`config.mk`:
```
export PLATFORM = sky130hd
export DESIGN_NAME = mtm_alu_scheduler
export DESIGN_NICKNAME = d
export VERILOG_FILES = /design/src/rtl/mtm_alu_pkg.sv /design/src/rtl/mtm_alu_timeout.sv /design/src/rtl/mtm_alu_scheduler.sv
export SDC_FILE = /design/constraint.sdc
export NUM_CORES = 1
export LEC_CHECK = 0
export ABC_AREA = 1
export CAP_MARGIN = 10
export CORE_MARGIN = 5
export CORE_UTILIZATION = 54
export CTS_CLUSTER_SIZE = 30
export DETAILED_ROUTE_END_ITERATION = 7
export GPL_ROUTABILITY_DRIVEN = 0
export PLACE_DENSITY = 0.9
export REMOVE_ABC_BUFFERS = 1
export SLEW_MARGIN = 20
export SYNTH_ARGS = -nofsm -noshare
export SYNTH_HDL_FRONTEND = slang
export SYNTH_SLANG_ARGS = --single-unit
```
`constraint.sdc`:
```
create_clock -name clk -period 11.65 [get_ports clk]
set_input_delay 1.7475 -clock clk [delete_from_list [all_inputs] [get_ports clk]]
set_output_delay 1.7475 -clock clk [all_outputs]
set_load 0.005 [all_outputs]
```
`src/rtl/mtm_alu_pkg.sv`:
```
// mtm_alu_pkg
// Shared definitions for the ALU scheduler: operation codes, control-byte
// constants for error and idle frames, the scheduler FSM state type, the
// frame classifier and the CRC-3 used to protect the ALU flags.
// No ports (package).
package mtm_alu_pkg;

   // Operation codes carried in in_ctl[6:4]
   localparam logic [2:0] OP_AND = 3'b000;
   localparam logic [2:0] OP_OR  = 3'b001;
   localparam logic [2:0] OP_ADD = 3'b100;
   localparam logic [2:0] OP_SUB = 3'b101;

   // Control-byte constants
   localparam logic [7:0] CTL_DATA_ERR = 8'b11001001;
   localparam logic [7:0] CTL_CRC_ERR  = 8'b10100101;
   localparam logic [7:0] CTL_OP_ERR   = 8'b10010011;
   localparam logic [7:0] CTL_IDLE     = 8'b11111111;

   typedef enum logic [1:0] {
      IDLE  = 2'd0,
      ISSUE = 2'd1,
      WAIT  = 2'd2,
      SEND  = 2'd3
   } state_t;

   // What the IDLE state does with a buffered frame
   typedef enum logic [1:0] {
      FR_DISCARD = 2'd0,  // idle/reset frame: dropped silently
      FR_FORWARD = 2'd1,  // upstream error byte: passed through unchanged
      FR_ERROR   = 2'd2,  // bad op or unknown command: op-error response
      FR_ISSUE   = 2'd3   // legal command: sent to the ALU
   } frame_kind_t;

   function automatic logic is_legal_op(input logic [2:0] op);
      logic legal;
      case (op)
         OP_AND, OP_OR, OP_ADD, OP_SUB: legal = 1'b1;
         default:                       legal = 1'b0;
      endcase
      return legal;
   endfunction

   function automatic frame_kind_t classify(input logic [7:0] ctl);
      frame_kind_t kind;
      if (ctl == CTL_IDLE) begin
         kind = FR_DISCARD;
      end else if (ctl == CTL_DATA_ERR || ctl == CTL_CRC_ERR) begin
         kind = FR_FORWARD;
      end else if (!ctl[7] && is_legal_op(ctl[6:4])) begin
         kind = FR_ISSUE;
      end else begin
         kind = FR_ERROR;
      end
      return kind;
   endfunction

   // CRC-3, polynomial x^3+x+1, init 0, over {c, 1'b0, flags}, MSB first.
   // Each step multiplies the remainder by x, adds the incoming bit at x^3
   // and folds x^3 back as x+1.
   function automatic logic [2:0] crc3(input logic [31:0] c,
                                       input logic [3:0]  flags);
      logic [36:0] msg;
      logic [2:0]  crc;
      logic        fb;
      msg = {c, 1'b0, flags};
      crc = 3'b000;
      for (int i = 36; i >= 0; i--) begin
         fb  = crc[2] ^ msg[i];
         crc = {crc[1], crc[0] ^ fb, fb};
      end
      return crc;
   endfunction

endpackage

```
`src/rtl/mtm_alu_timeout.sv`:
```
// mtm_alu_timeout
// Cycle counter bounding how long the scheduler waits for the ALU.
// Ports:
//   clk, rst  - clock, asynchronous active-high reset
//   clear     - synchronous clear to 0 (held while not waiting)
//   enable    - count one per cycle while high
//   expire    - high in the TIMEOUT_CYCLES-th enabled cycle after a clear
module mtm_alu_timeout #(
   parameter int TIMEOUT_CYCLES = 64
) (
   input  logic clk,
   input  logic rst,
   input  logic clear,
   input  logic enable,
   output logic expire
);

   localparam int CNT_W = (TIMEOUT_CYCLES > 1) ? $clog2(TIMEOUT_CYCLES) : 1;
   localparam logic [CNT_W-1:0] LAST = CNT_W'(TIMEOUT_CYCLES - 1);

   logic [CNT_W-1:0] cnt_q;
   logic [CNT_W-1:0] cnt_d;

   // The count parks on LAST instead of wrapping so expire cannot fall
   // back low if the owner stays enabled one cycle too long.
   always_comb begin
      cnt_d = cnt_q;
      if (clear) begin
         cnt_d = '0;
      end else if (enable && cnt_q != LAST) begin
         cnt_d = cnt_q + CNT_W'(1);
      end
   end

   always_ff @(posedge clk or posedge rst) begin
      if (rst) begin
         cnt_q <= '0;
      end else begin
         cnt_q <= cnt_d;
      end
   end

   assign expire = enable && (cnt_q == LAST);

endmodule

```
`src/rtl/mtm_alu_scheduler.sv`:
```
// mtm_alu_scheduler
// Takes deserialized frames (two operands plus a control byte), sends legal
// commands to an external ALU, and hands the result or an error response to
// the serializer.
// Ports:
//   clk, rst                      - clock, asynchronous active-high reset
//   in_valid/in_ready             - frame strobe and 1-entry buffer empty
//   in_a, in_b, in_ctl            - frame operands and control byte
//   alu_start/alu_op/alu_a/alu_b  - one-cycle ALU command, operands held
//   alu_done/alu_c/alu_flags      - ALU result strobe, result and flags
//   out_valid/out_ready           - response handshake to serializer
//   out_data/out_ctl/out_is_data  - response payload
//   busy                          - FSM not idle or a frame is buffered
//   err_count                     - saturating error/drop counter
//
// Handshakes: in_valid is a one-cycle strobe; a frame is taken when
// in_valid && in_ready, and in_valid while !in_ready loses the frame and
// counts an error. On the output side, out_valid rises with the payload
// already in place; payload and out_valid then stay unchanged until a cycle
// with out_valid && out_ready, after which out_valid drops.
module mtm_alu_scheduler #(
   parameter int TIMEOUT_CYCLES = 64,
   parameter int ERR_CNT_W      = 8
) (
   input  logic                 clk,
   input  logic                 rst,
   input  logic                 in_valid,
   input  logic [31:0]          in_a,
   input  logic [31:0]          in_b,
   input  logic [7:0]           in_ctl,
   output logic                 in_ready,
   output logic                 alu_start,
   output logic [2:0]           alu_op,
   output logic [31:0]          alu_a,
   output logic [31:0]          alu_b,
   input  logic                 alu_done,
   input  logic [31:0]          alu_c,
   input  logic [3:0]           alu_flags,
   output logic                 out_valid,
   input  logic                 out_ready,
   output logic [31:0]          out_data,
   output logic [7:0]           out_ctl,
   output logic                 out_is_data,
   output logic                 busy,
   output logic [ERR_CNT_W-1:0] err_count
);

   import mtm_alu_pkg::*;

   state_t               state_q,       state_d;
   logic                 buf_full_q,    buf_full_d;
   logic [31:0]          buf_a_q,       buf_a_d;
   logic [31:0]          buf_b_q,       buf_b_d;
   logic [7:0]           buf_ctl_q,     buf_ctl_d;
   logic                 alu_start_q,   alu_start_d;
   logic [2:0]           alu_op_q,      alu_op_d;
   logic [31:0]          alu_a_q,       alu_a_d;
   logic [31:0]          alu_b_q,       alu_b_d;
   logic                 out_valid_q,   out_valid_d;
   logic [31:0]          out_data_q,    out_data_d;
   logic [7:0]           out_ctl_q,     out_ctl_d;
   logic                 out_is_data_q, out_is_data_d;
   logic [ERR_CNT_W-1:0] err_count_q,   err_count_d;

   logic                 buf_free;
   logic                 in_ready_w;
   logic                 drop;
   logic                 err_ev;
   logic [1:0]           err_inc;
   logic [ERR_CNT_W:0]   err_sum;
   logic                 to_clear;
   logic                 to_enable;
   logic                 to_expire;
   logic [2:0]           result_crc;

   // The buffer is emptied in the same cycle IDLE classifies it, so a new
   // frame may land on that very edge.
   assign buf_free   = (state_q == IDLE) && buf_full_q;
   assign in_ready_w = !buf_full_q || buf_free;
   assign drop       = in_valid && !in_ready_w;

   assign to_clear   = (state_q != WAIT);
   assign to_enable  = (state_q == WAIT);
   assign result_crc = crc3(alu_c, alu_flags);

   mtm_alu_timeout #(
      .TIMEOUT_CYCLES(TIMEOUT_CYCLES)
   ) u_timeout (
      .clk   (clk),
      .rst   (rst),
      .clear (to_clear),
      .enable(to_enable),
      .expire(to_expire)
   );

   always_comb begin
      state_d       = state_q;
      buf_full_d    = buf_full_q;
      buf_a_d       = buf_a_q;
      buf_b_d       = buf_b_q;
      buf_ctl_d     = buf_ctl_q;
      alu_start_d   = alu_start_q;
      alu_op_d      = alu_op_q;
      alu_a_d       = alu_a_q;
      alu_b_d       = alu_b_q;
      out_valid_d   = out_valid_q;
      out_data_d    = out_data_q;
      out_ctl_d     = out_ctl_q;
      out_is_data_d = out_is_data_q;
      err_ev        = 1'b0;

      // Input buffer: release first, capture second, so a same-cycle
      // release and capture leaves the buffer full with the new frame.
      if (buf_free) begin
         buf_full_d = 1'b0;
      end
      if (in_valid && in_ready_w) begin
         buf_full_d = 1'b1;
         buf_a_d    = in_a;
         buf_b_d    = in_b;
         buf_ctl_d  = in_ctl;
      end

      case (state_q)
         IDLE: begin
            if (buf_full_q) begin
               case (classify(buf_ctl_q))
                  FR_ISSUE: begin
                     state_d     = ISSUE;
                     alu_start_d = 1'b1;
                     alu_op_d    = buf_ctl_q[6:4];
                     alu_a_d     = buf_a_q;
                     alu_b_d     = buf_b_q;
                  end
                  FR_FORWARD: begin
                     state_d       = SEND;
                     out_valid_d   = 1'b1;
                     out_data_d    = 32'd0;
                     out_ctl_d     = buf_ctl_q;
                     out_is_data_d = 1'b0;
                     err_ev        = 1'b1;
                  end
                  FR_ERROR: begin
                     state_d       = SEND;
                     out_valid_d   = 1'b1;
                     out_data_d    = 32'd0;
                     out_ctl_d     = CTL_OP_ERR;
                     out_is_data_d = 1'b0;
                     err_ev        = 1'b1;
                  end
                  default: begin
                     // idle/reset frame: nothing to emit
                  end
               endcase
            end
         end

         ISSUE: begin
            alu_start_d = 1'b0;
            state_d     = WAIT;
         end

         WAIT: begin
            // alu_done is tested first so a result arriving on the expiry
            // cycle still wins over the timeout.
            if (alu_done) begin
               state_d       = SEND;
               out_valid_d   = 1'b1;
               out_data_d    = alu_c;
               out_ctl_d     = {1'b0, alu_flags, result_crc};
               out_is_data_d = 1'b1;
            end else if (to_expire) begin
               state_d       = SEND;
               out_valid_d   = 1'b1;
               out_data_d    = 32'd0;
               out_ctl_d     = CTL_OP_ERR;
               out_is_data_d = 1'b0;
               err_ev        = 1'b1;
            end
         end

         SEND: begin
            if (out_ready) begin
               out_valid_d = 1'b0;
               state_d     = IDLE;
            end
         end

         default: begin
            state_d = IDLE;
         end
      endcase

      // A drop and an error response can coincide, hence a 0..2 increment.
      err_inc = {1'b0, drop} + {1'b0, err_ev};
      err_sum = {1'b0, err_count_q} + (ERR_CNT_W + 1)'(err_inc);
      if (err_sum[ERR_CNT_W]) begin
         err_count_d = '1;
      end else begin
         err_count_d = err_sum[ERR_CNT_W-1:0];
      end
   end

   always_ff @(posedge clk or posedge rst) begin
      if (rst) begin
         state_q       <= IDLE;
         buf_full_q    <= 1'b0;
         buf_a_q       <= 32'd0;
         buf_b_q       <= 32'd0;
         buf_ctl_q     <= 8'd0;
         alu_start_q   <= 1'b0;
         alu_op_q      <= 3'd0;
         alu_a_q       <= 32'd0;
         alu_b_q       <= 32'd0;
         out_valid_q   <= 1'b0;
         out_data_q    <= 32'd0;
         out_ctl_q     <= CTL_IDLE;
         out_is_data_q <= 1'b0;
         err_count_q   <= '0;
      end else begin
         state_q       <= state_d;
         buf_full_q    <= buf_full_d;
         buf_a_q       <= buf_a_d;
         buf_b_q       <= buf_b_d;
         buf_ctl_q     <= buf_ctl_d;
         alu_start_q   <= alu_start_d;
         alu_op_q      <= alu_op_d;
         alu_a_q       <= alu_a_d;
         alu_b_q       <= alu_b_d;
         out_valid_q   <= out_valid_d;
         out_data_q    <= out_data_d;
         out_ctl_q     <= out_ctl_d;
         out_is_data_q <= out_is_data_d;
         err_count_q   <= err_count_d;
      end
   end

   assign in_ready    = in_ready_w;
   assign alu_start   = alu_start_q;
   assign alu_op      = alu_op_q;
   assign alu_a       = alu_a_q;
   assign alu_b       = alu_b_q;
   assign out_valid   = out_valid_q;
   assign out_data    = out_data_q;
   assign out_ctl     = out_ctl_q;
   assign out_is_data = out_is_data_q;
   assign busy        = (state_q != IDLE) || buf_full_q;
   assign err_count   = err_count_q;

endmodule

```
==> results.toml <==
[outcome]
run_status = "completed"

[logic_synthesis]
synth.yosys.warnings = 0
synth_top_cells_by_area = "sky130_fd_sc_hd__dfrtp_1 (51%), sky130_fd_sc_hd__nand2_1 (9.1%), sky130_fd_sc_hd__inv_1 (7.4%)"
synth_top_family_by_area = "simple AND/OR/NAND/NOR gates"
synth_xor_xnor_area_share = 0.0117
synth.ff_latch_count = 199
synthDominantAreaCellType = "sky130_fd_sc_hd__dfrtp_1"
seq_area_frac_synth = 0.534
synth_edf_count = 0
netlist_cell_types = 36
synth.top_cell.area_share = 0.512
ys_dominant_reg_cell = "sky130_fd_sc_hd__dfrtp_1"
synthMuxAreaShare = 0.00121
postSynthAreaPerCell_um2 = 8.29
synth_compound_area_frac = 0.120
post_synth_and_or_nand_nor_area_fraction = 0.223
async_flop_share = 1.00
synth_cells = 1127
post_synth_fa_ha_maj_area_fraction = 0.0155
synth_area_mm2 = 0.00934

[layout]
mostFrequentLayoutCell = "sky130_fd_sc_hd__clkdlybuf4s50_1"
finalNetCount = 1468
layout_common_cells = "sky130_fd_sc_hd__clkdlybuf4s50_1 (232), sky130_fd_sc_hd__nand2_1 (225), sky130_fd_sc_hd__dfrtp_1 (191)"
postLayoutCoreUtil = 0.731
layout.filler_cells = 1204
layout-drive-gt1-share = 0.0980
instances_no_fill = 1583
synthToLayoutAreaGrowth_pct = 33.9

[worst_setup_path]
slowest_stage = "sky130_fd_sc_hd__clkdlybuf4s50_1"
worst-path-max-fanout = 5
cp.buffers_inverters = 3
crit_path_start = "alu_c[27]"
crit_path_max_incr_delay_ps = 570
cp.required_ps = 12020
setup.worst_path.end_class = "flip-flop"
startpoint_type = "input pin"
worstReg2RegStart = "buf_ctl_q[7]"
worst-r2r-cell-count = 11
crit_type = "in -> reg"
worstSetupPathDepth = 44
cp_top_family = "simple AND/OR/NAND/NOR gates"
cp_data_arrival_time_ps = 6020
ff2ff_setup_slack_ps = 8420
regToRegEndpoint = "out_data[12]"
timing.critical_path.mode_cell = "sky130_fd_sc_hd__nand2_1"

[clock_tree]
cts_tree = "built"
tritoncts.num_buffers = 17
number_of_gates_resized_after_cts = 0
cts.clk_slew.worst_paths_ps = 80
ctsLongestPathBuffers = 2
cts_root_buf = "sky130_fd_sc_hd__clkbuf_16"
post_cts_hold_buffer_count = 0
clk-insertion-delay-late_ps = 440
post-cts-setup-buffer-count = 0
number_of_sinks_handled_by_clock_tree_synthesis = 199
cts_max_level = 4

[global_routing]
grt.total_usage = 0.253
grt_pass1_vias = 8463
grt_first_pass_wirelength_um = 40900
grt_start_max_net_pins = 136
number_of_antenna_violations_at_the_first_check_in_global_routing = 4
global_route.overflow_total = 0

[placement]
place_hpwl_um = 17500
portBuffers = 232
numPlacedInstances = 1550

[floorplanning]
std_cell_rows = 48
initial_core_utilization = 0.546
core_area_mm2 = 0.0171
pin_count = 233
die-width_um = 142
dieArea_mm2 = 0.0200
floorplan.die.height_um = 142

[min_path]
whs_path_depth = 2
hp-class = "reg -> reg"
worst_hold_path.endpoint = "alu_a[4]"
worstHoldStart = "alu_a[4]"

[routing]
detailroute.via_count = 8142
vias_per_cell = 5.14
post_drt_wl_per_cell_um = 15.3
ant_nets = 0
detail_route.wirelength_um = 24200
drt-initial-drc-count = 520
first_pass_iters = 5
detail_route.drc_violations = 0

[power]
tot_pwr_mw = 3.48
power.static_leakage_nw = 6.19
p_per_area_mw_per_mm2 = 278
irDropWorstVdd_mv = 0.162

[timing]
tightest_slew_ps = 1080
max_freq_mhz = 177
min_period_over_period = 0.485
setup_viol_count_final = 0
finClkSkew_ps = 16.6
totalNegativeSetupSlack_ps = 0
timing.final.hold_violations = 0
report.final.slew_viol_count = 0
setup_repair_after_global_routing_missed_its_margin = "false"
maxSlewHeadroom = 0.277
holdWs_ps = 486
fin_crit_ps = 5650

[job]
max-cap-violations = 0
-- sequential cells by signal, summed over array words and instances (netlist names) --
signal / flops
u_timeout.cnt_q: 6
alu_start: 1
buf_b_q: 32
err_count: 8
out_ctl: 8
alu_op: 3
alu_a: 32
state_q: 2
out_valid: 1
out_data: 32
out_is_data: 1
alu_b: 32
buf_ctl_q: 8
buf_a_q: 32
buf_full_q: 1
-- stage by stage --
step,worst slack [ps],cell area [µm²]
5_1_grt,5430,12500
6_report,6000,12500
3_3_place_gp,5870,11900
3_5_place_dp,5640,11900
2_1_floorplan,4490,9190
4_1_cts,6050,12500
-- synth_stat cells (all sizes together), types with 2 or more instances --
cell and count:
a21oi 80, a31oi 4, a41oi 2, buf 5, clkbuf 33, dfrtp 191, dfstp 8, ha 10
inv 195, nand2 283, nand3 79, nand3b 3, nand4 2, nor2 88, nor3 3, nor4 2
o21ai 90, o22ai 32, or2 2, xnor2 4, xor2 5
-- worst max path at each step --
stage / end / slack, ps
after floorplan: alu_a[0] / 4490
after global placement: out_ctl[1] / 5870
after detailed placement: out_ctl[1] / 5640
after CTS: out_ctl[1] / 6050
after global routing: out_ctl[1] / 5430
final: out_ctl[1] / 6000
-- worst reg2reg max path: stages (launching register included) --
cell	delay (ps)
sky130_fd_sc_hd__dfrtp_1	420
sky130_fd_sc_hd__nand2_1	80
sky130_fd_sc_hd__inv_1	50
sky130_fd_sc_hd__a31oi_1	140
sky130_fd_sc_hd__nor3_1	90
sky130_fd_sc_hd__a41oi_1	290
sky130_fd_sc_hd__inv_1	80
sky130_fd_sc_hd__ha_1	350
sky130_fd_sc_hd__a21oi_2	150
sky130_fd_sc_hd__buf_4	370
sky130_fd_sc_hd__nand2_1	740
sky130_fd_sc_hd__o22ai_1	370
-- logic make-up after synthesis --
family / count (synthesis)
xor gates and xnor gates: 10
AOI/OAI and AO/OA: 211
adders and majority gates: 11
and+or+nand+nor: 462
DFF: 199
buffers and inverters: 233
muxes: 1
-- where the power goes --
part / switching [mW] / leakage (nW) / internal [mW] / total, mW
combinational: 0.931 / 3.48 / 0.740 / 1.67
sequential: 0.167 / 2.40 / 1.02 / 1.18
clock: 0.308 / 0.311 / 0.318 / 0.626
total: 1.41 / 6.19 / 2.07 / 3.48
-- per-layer routing --
layer	track usage	share of wire	vias to the layer above
met5	0	0.0017	-
met4	0.0783	0.025	6
met3	0.0967	0.10	45
met2	0.430	0.49	281
met1	0.299	0.39	3819
li1	-	-	3991
-- cell type report --
cell class | count | area, µm² | area share
Antenna cell | 1 | 2.50 | 0.000200
Multi-Input combinational cell | 695 | 3490 | 0.279
Timing Repair Buffer | 236 | 2360 | 0.188
Clock inverter | 15 | 223 | 0.0178
Sequential cell | 199 | 4990 | 0.399
Clock buffer | 17 | 425 | 0.0340
Tap cell | 225 | 282 | 0.0225
Inverter | 195 | 739 | 0.0591
Power figures use the tool's default switching activity.
